$ cat src/rtl/rs_issue_q.sv
// Reservation station: CDB wakeup, lowest-index select, branch-mask squash; issue bundle is registered (2-cycle dispatch-to-issue).
// Backpressure: stall_i suppresses selection; dispatch while full is dropped.
module rs_issue_q #(
  parameter int RS_NUM    = 8,
  parameter int PRF_IDX_W = 6,
  parameter int ROB_IDX_W = 5,
  parameter int BR_MASK_W = 4,
  parameter int FU_SEL_W  = 3,
  parameter int ZERO_TAG  = 31
) (
  input  logic                       clk,
  input  logic                       rst,
  input  logic                       dp_en_i,
  input  logic [31:0]                dp_IR_i,
  input  logic [FU_SEL_W-1:0]        dp_sel_i,
  input  logic [PRF_IDX_W-1:0]       dp_dest_tag_i,
  input  logic [PRF_IDX_W-1:0]       dp_opa_tag_i,
  input  logic [PRF_IDX_W-1:0]       dp_opb_tag_i,
  input  logic                       dp_opa_rdy_i,
  input  logic                       dp_opb_rdy_i,
  input  logic [ROB_IDX_W:0]         dp_rob_idx_i,
  input  logic [BR_MASK_W-1:0]       dp_br_mask_i,
  input  logic                       cdb_vld_i,
  input  logic [PRF_IDX_W-1:0]       cdb_tag_i,
  input  logic                       stall_i,
  input  logic                       rob_br_recovery_i,
  input  logic                       rob_br_pred_correct_i,
  input  logic [BR_MASK_W-1:0]       rob_br_tag_fix_i,
  output logic                       rs_full_o,
  output logic [$clog2(RS_NUM):0]    free_cnt_o,
  output logic                       iss_vld_o,
  output logic [31:0]                iss_IR_o,
  output logic [FU_SEL_W-1:0]        iss_sel_o,
  output logic [PRF_IDX_W-1:0]       iss_dest_tag_o,
  output logic [PRF_IDX_W-1:0]       iss_opa_tag_o,
  output logic [PRF_IDX_W-1:0]       iss_opb_tag_o,
  output logic [ROB_IDX_W:0]         iss_rob_idx_o,
  output logic [BR_MASK_W-1:0]       iss_br_mask_o
);

  localparam int IW = $clog2(RS_NUM);
  localparam int CW = $clog2(RS_NUM) + 1;
  localparam logic [PRF_IDX_W-1:0] ZT = PRF_IDX_W'(ZERO_TAG);

  typedef struct packed {
    logic [31:0]          ir;
    logic [FU_SEL_W-1:0]  sel;
    logic [PRF_IDX_W-1:0] dest;
    logic [PRF_IDX_W-1:0] opa_tag;
    logic [PRF_IDX_W-1:0] opb_tag;
    logic [ROB_IDX_W:0]   rob;
    logic [BR_MASK_W-1:0] mask;
  } pl_t;

  typedef struct packed {
    logic vld;
    logic opa_rdy;
    logic opb_rdy;
    pl_t  pl;
  } ent_t;

  ent_t          ent_q [RS_NUM];
  ent_t          ent_d [RS_NUM];
  pl_t           iss_q, iss_d;
  logic          iss_vld_q, iss_vld_d;
  logic [CW-1:0] vld_cnt;
  logic [IW-1:0] dp_idx, sel_idx;
  logic          dp_hit, rdy_hit, dp_fire, sel_fire, cdb_hit;
  logic [BR_MASK_W-1:0] keep_mask;

  always_comb begin
    vld_cnt = '0;
    for (int i = 0; i < RS_NUM; i++) vld_cnt = vld_cnt + CW'(ent_q[i].vld);
  end

  assign free_cnt_o = CW'(RS_NUM) - vld_cnt;
  assign rs_full_o  = (vld_cnt == CW'(RS_NUM));

  always_comb begin
    dp_hit  = 1'b0;
    dp_idx  = '0;
    rdy_hit = 1'b0;
    sel_idx = '0;
    // Scan downward so the lowest matching index wins.
    for (int i = RS_NUM - 1; i >= 0; i--) begin
      if (!ent_q[i].vld) begin
        dp_hit = 1'b1;
        dp_idx = IW'(i);
      end
      if (ent_q[i].vld && ent_q[i].opa_rdy && ent_q[i].opb_rdy) begin
        rdy_hit = 1'b1;
        sel_idx = IW'(i);
      end
    end
  end

  assign dp_fire   = dp_en_i & dp_hit & ~rob_br_recovery_i;
  assign sel_fire  = rdy_hit & ~stall_i & ~rob_br_recovery_i;
  assign cdb_hit   = cdb_vld_i && (cdb_tag_i != ZT);
  assign keep_mask = rob_br_pred_correct_i ? ~rob_br_tag_fix_i : '1;

  always_comb begin
    for (int i = 0; i < RS_NUM; i++) begin
      ent_d[i] = ent_q[i];
      if (cdb_hit && ent_q[i].pl.opa_tag == cdb_tag_i) ent_d[i].opa_rdy = 1'b1;
      if (cdb_hit && ent_q[i].pl.opb_tag == cdb_tag_i) ent_d[i].opb_rdy = 1'b1;
      if (rob_br_recovery_i && |(ent_q[i].pl.mask & rob_br_tag_fix_i)) ent_d[i].vld = 1'b0;
      ent_d[i].pl.mask = ent_q[i].pl.mask & keep_mask;
    end
    if (sel_fire) ent_d[sel_idx].vld = 1'b0;
    if (dp_fire) begin
      ent_d[dp_idx].vld        = 1'b1;
      ent_d[dp_idx].pl.ir      = dp_IR_i;
      ent_d[dp_idx].pl.sel     = dp_sel_i;
      ent_d[dp_idx].pl.dest    = dp_dest_tag_i;
      ent_d[dp_idx].pl.opa_tag = dp_opa_tag_i;
      ent_d[dp_idx].pl.opb_tag = dp_opb_tag_i;
      ent_d[dp_idx].pl.rob     = dp_rob_idx_i;
      ent_d[dp_idx].pl.mask    = dp_br_mask_i & keep_mask;
      ent_d[dp_idx].opa_rdy    = dp_opa_rdy_i | (dp_opa_tag_i == ZT) |
                                 (cdb_hit && dp_opa_tag_i == cdb_tag_i);
      ent_d[dp_idx].opb_rdy    = dp_opb_rdy_i | (dp_opb_tag_i == ZT) |
                                 (cdb_hit && dp_opb_tag_i == cdb_tag_i);
    end
  end

  // Recovery blocks selection, so a squashed issue slot simply drops valid.
  always_comb begin
    iss_vld_d = sel_fire;
    iss_d     = iss_q;
    if (sel_fire) iss_d = ent_q[sel_idx].pl;
    iss_d.mask = iss_d.mask & keep_mask;
  end

  always_ff @(posedge clk) begin
    if (rst) begin
      for (int i = 0; i < RS_NUM; i++) ent_q[i] <= '0;
      iss_q     <= '0;
      iss_vld_q <= 1'b0;
    end else begin
      for (int i = 0; i < RS_NUM; i++) ent_q[i] <= ent_d[i];
      iss_q     <= iss_d;
      iss_vld_q <= iss_vld_d;
    end
  end

  assign iss_vld_o      = iss_vld_q;
  assign iss_IR_o       = iss_q.ir;
  assign iss_sel_o      = iss_q.sel;
  assign iss_dest_tag_o = iss_q.dest;
  assign iss_opa_tag_o  = iss_q.opa_tag;
  assign iss_opb_tag_o  = iss_q.opb_tag;
  assign iss_rob_idx_o  = iss_q.rob;
  assign iss_br_mask_o  = iss_q.mask;

endmodule

$ cat config.mk
export PLATFORM = sky130hd
export DESIGN_NAME = rs_issue_q
export DESIGN_NICKNAME = d
export VERILOG_FILES = /design/src/rtl/rs_issue_q.sv
export SDC_FILE = /design/constraint.sdc
export NUM_CORES = 1
export LEC_CHECK = 0
export CAP_MARGIN = 10
export CORE_UTILIZATION = 60
export CTS_CLUSTER_SIZE = 30
export DETAILED_ROUTE_END_ITERATION = 8
export GPL_ROUTABILITY_DRIVEN = 0
export PLACE_DENSITY = 0.89
export SKIP_LAST_GASP = 1
export SYNTH_ARGS = -nofsm -noshare
export SYNTH_HDL_FRONTEND = slang
export SYNTH_SLANG_ARGS = --single-unit
$ cat constraint.sdc
create_clock -name clk -period 5.5 [get_ports clk]
set_input_delay 1.375 -clock clk [delete_from_list [all_inputs] [get_ports clk]]
set_output_delay 1.375 -clock clk [all_outputs]
set_load 0.03 [all_outputs]
==> results.yml <==
synth:
  netlist_area_um2: 26700
  syn_avg_cell_area_um2: 7.57
  yosysMostFrequentCell: "nand2_1"
  synthFlopType: "dfxtp_1"
  ys_seq_area_frac: 0.444
  syn-num-nets: 3617
  synth_edf_count: 0
  ys_top_cells_by_count: "nand2_1 (1088), dfxtp_1 (592), a21oi_1 (583)"
  yosys_warnings: 0
  yosysTopAreaCellShare: 0.444
  synthCells: 3525
  synth-seq-cells: 592
  async_reset_ff_frac: 0
  yosysTopAreaCell: "dfxtp_1"
  synth_area_leaders: "dfxtp_1 (44%), nand2_1 (15%), a21oi_1 (11%), o21ai_0 (3.7%), clkbuf_1 (3.5%)"
  ys_types: 51
cts:
  cts_max_level: 2
  numClockSinks: 592
  insertion_delay_ns: 0.63
  clk_path_buf_depth: 3
  cts_tree: "built"
  numCtsBuffers: 59
  clkSlewWorstSetupHoldPaths_ns: 0.06
  postCtsHoldBufs: 0
  root_buffer: "clkbuf_16"
floorplanning:
  fp-row-count: 76
  io_pins: 151
  die_area_um2: 45300
  die_h_um: 213
  die_x_um: 213
  core_area_um2: 43500
  start_util: 0.614
pwr:
  vdd_ir_drop_max_v: 0.000246
  power_w: 0.00879
  powerDensity_nw_per_um2: 293
  leakagePower_nw: 9.48
job:
  max-cap-violations: 0
finish:
  layout.cells.non_filler: 4045
  fillerInstances: 3364
  fin_nets: 3507
  multi_input_area_um2: 13300
  seq_area_um2: 11900
  layout-drive-gt1-share: 0.0581
  area_delta_synth_final_pct: 12.4
worst_setup_path:
  critPathLaunchType: "register"
  crit_path_top_delay_cell: "fa_2"
  crit_fanout: 3
  critPathCaptureType: "output port"
  cp_cell_sequence: "inv_2, fa_1, fa_1, fa_1, inv_2, ha_4, fa_2, inv_2, ha_4, xor2_2, xnor2_1, buf_4"
  path_delay_family: "adder cells"
  path_buf_inv: 4
  path_class: "reg -> out"
  cp.required_ns: 4.12
  critPathMaxStageDelay_ns: 0.60
  crit_arrival_ns: 4.03
global_routing:
  track_usage: 0.362
  grt_pass1_vias: 24600
  grt_overflow_total: 0
  grt_pass1_wl_mm: 132
  antenna_found_initial: 3
  grt_max_degree: 149
placed_design:
  port_buffers: 150
  dp_hpwl_mm: 48.0
  placed_cells: 3937
sta:
  finalCriticalPeriod_ns: 5.40
  finalSetupViolCount: 0
  hold_violations: 0
  worstMarginPinSlew_ns: 1.15
  finalCritPeriodShare: 0.982
  rsz0062_at_grt: "yes"
  timing.fmax_mhz: 185
  slew_headroom: 0.232
  finClkSkew_ns: 0.0150
  slew_violations: 0
drt:
  antenna_left: 0
  first_iter_violations: 3302
  wirelength_mm: 83.4
  vias: 26200
  routedWlPerCell_um: 20.6
  firstDrtPassIters: 6
  viasPerCell: 6.49
  drc: 0
status:
  status: "finished, final reports clean"
hold_path:
  hold_path_class: "reg -> reg"
## worst reg2reg max path: cells and delay by family (launching register included)
| family | cells | cell delay, ns |
|---|---|---|
| AOI/OAI and AO/OA | 4 | 0.89 |
| and+or+nand+nor | 2 | 1.35 |
| DFF | 1 | 0.56 |
| buffers and inverters | 2 | 1.00 |
## cell families (layout without fill, tap and decap cells)
| family | Yosys count | count (layout) | synth area share |
|---|---|---|---|
| flops | 592 | 592 | 0.444 |
| other cells | 0 | 3 | 0 |
| fa+ha+maj | 10 | 10 | 0.00582 |
| compound gates | 1177 | 1177 | 0.267 |
| simple gates | 1234 | 1234 | 0.183 |
| buf+inv | 402 | 334 | 0.0638 |
| xor+xnor | 110 | 110 | 0.0361 |
## power breakdown
group | leakage [nW] | internal, W | switching, W
clock network | 0.926 | 0.00229 | 0.00171
registers | 4.78 | 0.00432 | 0.0000218
logic | 3.78 | 0.000152 | 0.000296
## metrics by stage
| stage | worst slack (ns) | utilization | hold WS, ns | area, um^2 | setup TNS, ns |
|---|---|---|---|---|---|
| 2_1_floorplan | 0.531 | - | 0.432 | 26700 | 0 |
| 3_3_place_gp | 0.406 | 0.645 | 0.435 | 28000 | 0 |
| 3_5_place_dp | 0.276 | 0.645 | 0.440 | 28000 | 0 |
| 4_1_cts | -0.00131 | 0.689 | 0.447 | 29900 | -0.00131 |
| 5_1_grt | 0.00324 | 0.690 | 0.462 | 30000 | 0 |
| 6_report | 0.0997 | 0.690 | 0.446 | 30000 | 0 |
## cell usage in the layout (no fill, tap or decap), types with 33 or more instances in the layout
cell and n:
dfxtp_1 590, nor3_1 33, buf_4 63, a31oi_1 64
a221oi_1 58, clkbuf_16 60, a21boi_0 58, a21oi_1 581
clkdlybuf4s50_1 145, a221o_1 58, nand2_1 1087, xor2_1 40
o2111ai_1 58, xnor2_1 69, o21ai_0 195
## sequential cells by signal (all words and copies together), names as in the netlist
| name | count |
|---|---|
| ent_q | 528 |
| iss_IR_o | 32 |
| iss_br_mask_o | 4 |
| iss_dest_tag_o | 6 |
| iss_opa_tag_o | 6 |
| iss_opb_tag_o | 6 |
| iss_rob_idx_o | 6 |
| iss_sel_o | 3 |
| iss_vld_o | 1 |
## path summary, 6_finish.rpt
kind | slack, ns | cells past startpoint | start | to
worst max-delay path | 0.1 | 12 | ent_q[4][65] | free_cnt_o[2]
worst max register to register | 1.64 | 8 | ent_q[5][65] | iss_opa_tag_o[0]
worst min register to register | 0.45 | 2 | iss_rob_idx_o[1] | iss_rob_idx_o[1]
worst min-delay path | 0.45 | 2 | iss_rob_idx_o[1] | iss_rob_idx_o[1]
## area by class of cell
cell class	count	share of cell area
clock buffer	91	0.0577
tap	585	0.0244
multi-input combinational	2531	0.445
sequential	592	0.396
inverter	13	0.00163
timing repair buffer	218	0.0701
clock inverter	12	0.00534
antenna	3	0.000251
## metal layers
| metal | track usage | share of wire |
|---|---|---|
| met1 | 0.468 | 0.38 |
| met2 | 0.572 | 0.45 |
| met3 | 0.0718 | 0.12 |
| met4 | 0.188 | 0.046 |
| met5 | 0.0111 | 0.00080 |
## timing repair
| action | CTS | global route |
|---|---|---|
| pin swaps | 5 | 4 |
| gates resized for setup | 13 | 6 |
| setup buffers | 0 | 2 |
| hold endpoints to repair | 0 | 0 |
| setup endpoints to repair | 3 | 4 |
Power figures use the tool's default switching activity.
